`config.mk`:
```
export PLATFORM = sky130hd
export DESIGN_NAME = sdes_round_engine
export DESIGN_NICKNAME = d
export VERILOG_FILES = /design/src/rtl/sdes_round_engine.sv
export SDC_FILE = /design/constraint.sdc
export NUM_CORES = 1
export LEC_CHECK = 0
export CAP_MARGIN = 40
export CORE_MARGIN = 1
export CORE_UTILIZATION = 35
export CTS_BUF_LIST = sky130_fd_sc_hd__clkbuf_8
export CTS_CLUSTER_DIAMETER = 80
export CTS_CLUSTER_SIZE = 20
export DETAILED_ROUTE_END_ITERATION = 7
export HOLD_SLACK_MARGIN = 0.08
export PLACE_DENSITY = 0.59
export RECOVER_POWER = 25
export SLEW_MARGIN = 25
export SYNTH_ARGS = -nofsm -noshare
export SYNTH_HDL_FRONTEND = slang
export SYNTH_SLANG_ARGS = --single-unit
```
`constraint.sdc`:
```
create_clock -name clk -period 2.65 [get_ports clk]
set_input_delay 0.3975 -clock clk [delete_from_list [all_inputs] [get_ports clk]]
set_output_delay 0.3975 -clock clk [all_outputs]
set_load 0.01 [all_outputs]
```
`src/rtl/sdes_round_engine.sv`:
```
// Iterative S-DES engine: key schedule, then one Feistel round per clock.
// ROUNDS=2 gives standard S-DES. Decrypt reuses the same datapath with the subkeys in reverse order.
module sdes_round_engine #(
  parameter int ROUNDS = 2,
  parameter int KEY_W  = 10
) (
  input  logic             clk,
  input  logic             reset,
  input  logic             start,
  input  logic             decrypt,
  input  logic [KEY_W-1:0] key,
  input  logic [7:0]       q_in,
  output logic [7:0]       q_out,
  output logic             busy,
  output logic             done
);

  if (KEY_W != 10) begin : g_bad_key_w
    $error("sdes_round_engine: KEY_W must be 10");
  end
  if ((ROUNDS < 2) || (ROUNDS > 16) || ((ROUNDS % 2) != 0)) begin : g_bad_rounds
    $error("sdes_round_engine: ROUNDS must be even, 2..16");
  end

  localparam int CNT_W = $clog2(ROUNDS);
  localparam logic [CNT_W-1:0] LAST = CNT_W'(ROUNDS - 1);

  // S-box tables, indexed by {row, col}, entry 0 in the LSBs
  localparam logic [31:0] S0_T = {2'd2, 2'd3, 2'd1, 2'd3, 2'd3, 2'd1, 2'd2, 2'd0,
                                  2'd0, 2'd1, 2'd2, 2'd3, 2'd2, 2'd3, 2'd0, 2'd1};
  localparam logic [31:0] S1_T = {2'd3, 2'd0, 2'd1, 2'd2, 2'd0, 2'd1, 2'd0, 2'd3,
                                  2'd3, 2'd1, 2'd0, 2'd2, 2'd3, 2'd2, 2'd1, 2'd0};

  typedef enum logic [1:0] {IDLE, KEYGEN, ROUND, DONE} state_t;

  function automatic logic [9:0] p10(input logic [9:0] k);
    return {k[7], k[5], k[8], k[3], k[6], k[0], k[9], k[1], k[2], k[4]};
  endfunction

  function automatic logic [7:0] p8(input logic [9:0] k);
    return {k[4], k[7], k[3], k[6], k[2], k[5], k[0], k[1]};
  endfunction

  function automatic logic [7:0] ip(input logic [7:0] x);
    return {x[6], x[2], x[5], x[7], x[4], x[0], x[3], x[1]};
  endfunction

  function automatic logic [7:0] ip_inv(input logic [7:0] x);
    return {x[4], x[7], x[5], x[3], x[1], x[6], x[0], x[2]};
  endfunction

  function automatic logic [4:0] rol5(input logic [4:0] h, input logic by_two);
    return by_two ? {h[2:0], h[4:3]} : {h[3:0], h[4]};
  endfunction

  function automatic logic [1:0] sbox(input logic [31:0] tbl, input logic [3:0] n);
    logic [3:0] idx;
    idx = {n[3], n[0], n[2], n[1]};
    return tbl[{idx, 1'b0} +: 2];
  endfunction

  function automatic logic [3:0] fk(input logic [3:0] r, input logic [7:0] sk);
    logic [7:0] x;
    logic [3:0] s;
    x = {r[0], r[3], r[2], r[1], r[2], r[1], r[0], r[3]} ^ sk;
    s = {sbox(S0_T, x[7:4]), sbox(S1_T, x[3:0])};
    return {s[2], s[0], s[1], s[3]};
  endfunction

  state_t           state;
  logic [CNT_W-1:0] cnt;
  logic [9:0]       kreg;
  logic [7:0]       sk [ROUNDS];
  logic [3:0]       l, r;
  logic             dec;

  logic [9:0]       knext;
  logic [CNT_W-1:0] sk_idx;
  logic [3:0]       f_out;

  assign knext  = {rol5(kreg[9:5], cnt != '0), rol5(kreg[4:0], cnt != '0)};
  assign sk_idx = dec ? (LAST - cnt) : cnt;
  assign f_out  = fk(r, sk[sk_idx]);

  always_ff @(posedge clk or posedge reset) begin
    if (reset) begin
      state <= IDLE;
      cnt   <= '0;
      kreg  <= '0;
      l     <= '0;
      r     <= '0;
      dec   <= 1'b0;
      q_out <= '0;
      busy  <= 1'b0;
      done  <= 1'b0;
      for (int i = 0; i < ROUNDS; i++) sk[i] <= '0;
    end else begin
      done <= 1'b0;
      case (state)
        IDLE: begin
          if (start) begin
            {l, r} <= ip(q_in);
            kreg   <= p10(key);
            dec    <= decrypt;
            cnt    <= '0;
            busy   <= 1'b1;
            state  <= KEYGEN;
          end
        end
        KEYGEN: begin
          kreg        <= knext;
          sk[cnt]     <= p8(knext);
          if (cnt == LAST) begin
            cnt   <= '0;
            state <= ROUND;
          end else begin
            cnt <= cnt + 1'b1;
          end
        end
        ROUND: begin
          // Last round skips the swap; the result is latched as DONE is entered
          if (cnt == LAST) begin
            l     <= l ^ f_out;
            q_out <= ip_inv({l ^ f_out, r});
            done  <= 1'b1;
            state <= DONE;
          end else begin
            l   <= r;
            r   <= l ^ f_out;
            cnt <= cnt + 1'b1;
          end
        end
        DONE: begin
          busy  <= 1'b0;
          state <= IDLE;
        end
        default: state <= IDLE;
      endcase
    end
  end

endmodule

```
==> results.yml <==
run_status:
  outcome: "finished clean"
synthesis:
  yosysWarnings: 0
  synthArstFlopShare_pct: 100
  ys_ff_latch: 48
  ys_top_cells_by_count: "dfrtp_1, nand2_1, o21ai_0"
  synth.area.top_cells: "dfrtp_1, mux2_2, mux2i_1"
  synth_top_area_share_pct: 45.5
  synth_edf_count: 0
  seq_area_frac_synth_pct: 45.5
  syn_nets: 290
  syn_inst: 263
  yosys.cell_count.top_type: "dfrtp_1"
  synthFlopType: "dfrtp_1"
  avgSynthCellArea_sq_um: 10.0
  yosys.area.top_type: "dfrtp_1"
  syn-cell-area_sq_um: 2640
  synth_cell_types: 33
clock_tree:
  cts_resized: 0
  clkSinkCount: 48
  cts_htree_levels: 2
  cts_root_buf: "clkbuf_8"
  cts_tree: "yes"
  cts_hold_buf: 0
  clock_latency_ps: 300
  cts_setup_buffers: 0
  cts_buffers: 5
  clockBufferDepth: 2
  clk_pin_slew_ps: 100
setup_path:
  r2r-start: "dec"
  path_cells: "xnor2_4, buf_4, mux2i_1, xnor2_2, nor3b_1, o22ai_2, or3_1, nand3_1"
  cpPeakStageDelay_ps: 450
  arrival_ps: 2630
  timing.rr.end: "r[0]"
  cp-end-kind: "flop"
  startpoint_type: "flop"
  crit_type: "flop to flop"
  cp.required_ps: 2890
  ff2ff_setup_slack_ps: 260
  cp_slowest_cell: "dfrtp_1"
  critPathMaxFanout: 6
  ff2ff_path_depth: 8
min_path:
  hold_class: "flop to flop"
  hold_path_depth: 2
  hp-start: "q_out[7]"
  hold-path-endpoint: "q_out[7]"
pwr:
  p_seq_share_pct: 30.2
  total_power_w: 0.00473
  power.clock.fraction_pct: 11.7
  combPwrFrac_pct: 58.2
  cellLeakagePower_nw: 1.42
  peakVddDrop_mv: 0.529
  p_sw_share_pct: 42.2
  p_int_w: 0.00273
  power_density_nw_per_um2: 1470
  p_sw_w: 0.00200
route:
  wire_per_inst_um: 13.3
  via_per_inst: 4.84
  dr.pass1.iters: 4
  ant_nets: 0
  drt_iter0_drc: 48
  wl_mm: 5.30
  route.vias.total: 1925
  drc: 0
floorplanning:
  std_cell_rows: 31
  dieArea_sq_um: 7900
  die_h_um: 88.9
  die_x_um: 88.9
  io_pins: 32
  coreArea_sq_um: 7290
  initial_core_util_pct: 36.2
global_routing:
  grt_overflow: 0
  grt_pass1_vias: 1876
  antenna_found_initial: 0
  grt_util_all_layers_pct: 15.3
  grt_max_degree: 27
  grt_pass1_wl_mm: 9.18
place:
  place_area_sq_um: 3110
  portBuffers: 31
  hpwlAfterDp_mm: 3.88
  gp_congestion: 0.761
  pre_cts_slack_ps: 285
sta:
  final_hold_viol_count: 0
  timing.setup.tns_ps: 0
  fin_skew_ps: 6.83
  timing.final.crit_share_pct: 90.2
  finalSetupViolCount: 0
  rsz0062_at_grt: "false"
  worst_slew_pin_slew_ps: 910
  fin_crit_ps: 2390
  slew_headroom_pct: 39.3
  worst_slack_ps: 259
  fmax_ghz: 0.418
  maxSlewViolCount: 0
finish:
  nFillCells: 745
  fin_nets: 325
  final_cell_area_sq_um: 3220
  num_antenna_cells: 0
  final_util_pct: 44.1
  layout-area-overhead-vs-synth_pct: 21.9
  drive_gt1_share_pct: 15.4
  regArea_sq_um: 1200
  multiInputGateArea_sq_um: 1360
run:
  drv_cap: 0
==> critical path, delay by kind of cell, from the launching register on <==
| kind | cells | cell delay (ps) |
|---|---|---|
| xor+xnor | 2 | 500 |
| simple gates | 3 | 740 |
| mux | 1 | 260 |
| buf+inv | 1 | 200 |
| compound gates | 1 | 180 |
| flops | 1 | 450 |
==> power groups by stage <==
| stage | combinational (W) | clock, W | sequential (W) |
|---|---|---|---|
| 2_1_floorplan | 0.00210 | 0 | 0.00136 |
| 3_3_place_gp | 0.00271 | 0 | 0.00144 |
| 4_1_cts | 0.00277 | 0.000569 | 0.00144 |
| 6_report | 0.00275 | 0.000551 | 0.00143 |
| 3_5_place_dp | 0.00276 | 0 | 0.00145 |
| 5_1_grt | 0.00309 | 0.000602 | 0.00149 |
==> state kept, by name, summed over array words and instances (netlist names) <==
register,cells
r,4
kreg,10
busy,1
q_out,8
done,1
sk,16
state,2
cnt,1
l,4
dec,1
==> cell type report <==
cell class	instances	share of cell area, %
multi-input combinational	194	42.3
inverter	7	0.816
sequential	48	37.3
clock inverter	3	1.48
clock buffer	5	2.14
tap	99	3.85
timing repair buffer	42	12.1
==> placed cells by master, fill, tap and decap left out, drive strengths merged <==
cell type,count
a211o,1
a21oi,14
a311o,1
and3,8
buf,10
bufinv,1
clkbuf,6
clkdlybuf4s50,30
clkinv,2
dfrtp,48
dlygate4sd3,1
ha,5
inv,7
mux2,22
mux2i,23
nand2,42
nand2b,2
nand3,3
nand3b,3
nor2,2
nor2b,1
nor3,8
nor3b,2
nor4,1
o211ai,2
o21a,2
o21ai,29
o22ai,2
o32ai,1
or2,1
or3,1
or4,1
xnor2,9
xor2,8
==> logic make-up (layout without fill, tap and decap cells) <==
family	count (synthesis)	after routing	synth area share, %
DFF	48	48	45.5
muxes	45	45	18.1
and+or+nand+nor	75	75	13.4
xor gates and xnor gates	17	17	6.63
adders and majority gates	5	5	2.37
buffers and inverters	21	57	2.98
AOI/OAI and AO/OA	52	52	11.1
==> how the worst max path moves through the flow <==
stage | from | end | slack (ps) | cells after the start
after floorplan | dec | l[2] | 410 | 6
after global placement | dec | r[1] | 350 | 10
after detailed placement | dec | r[1] | 290 | 10
after CTS | dec | r[0] | 260 | 8
after global routing | dec | r[1] | 100 | 10
final | dec | r[0] | 260 | 8
==> per-layer routing <==
metal	track usage [%]	wire length [um]
met1	20.9	2620
met2	25.0	2460
met3	2.89	171
met4	4.40	55
met5	0	0
==> per-stage QoR <==
stage | hold slack [ps] | instances
2_1_floorplan | 470 | 263
3_3_place_gp | 463 | 390
3_5_place_dp | 474 | 390
4_1_cts | 447 | 398
5_1_grt | 525 | 398
6_report | 484 | 398
Note: power is estimated with default switching activity, not from simulation.
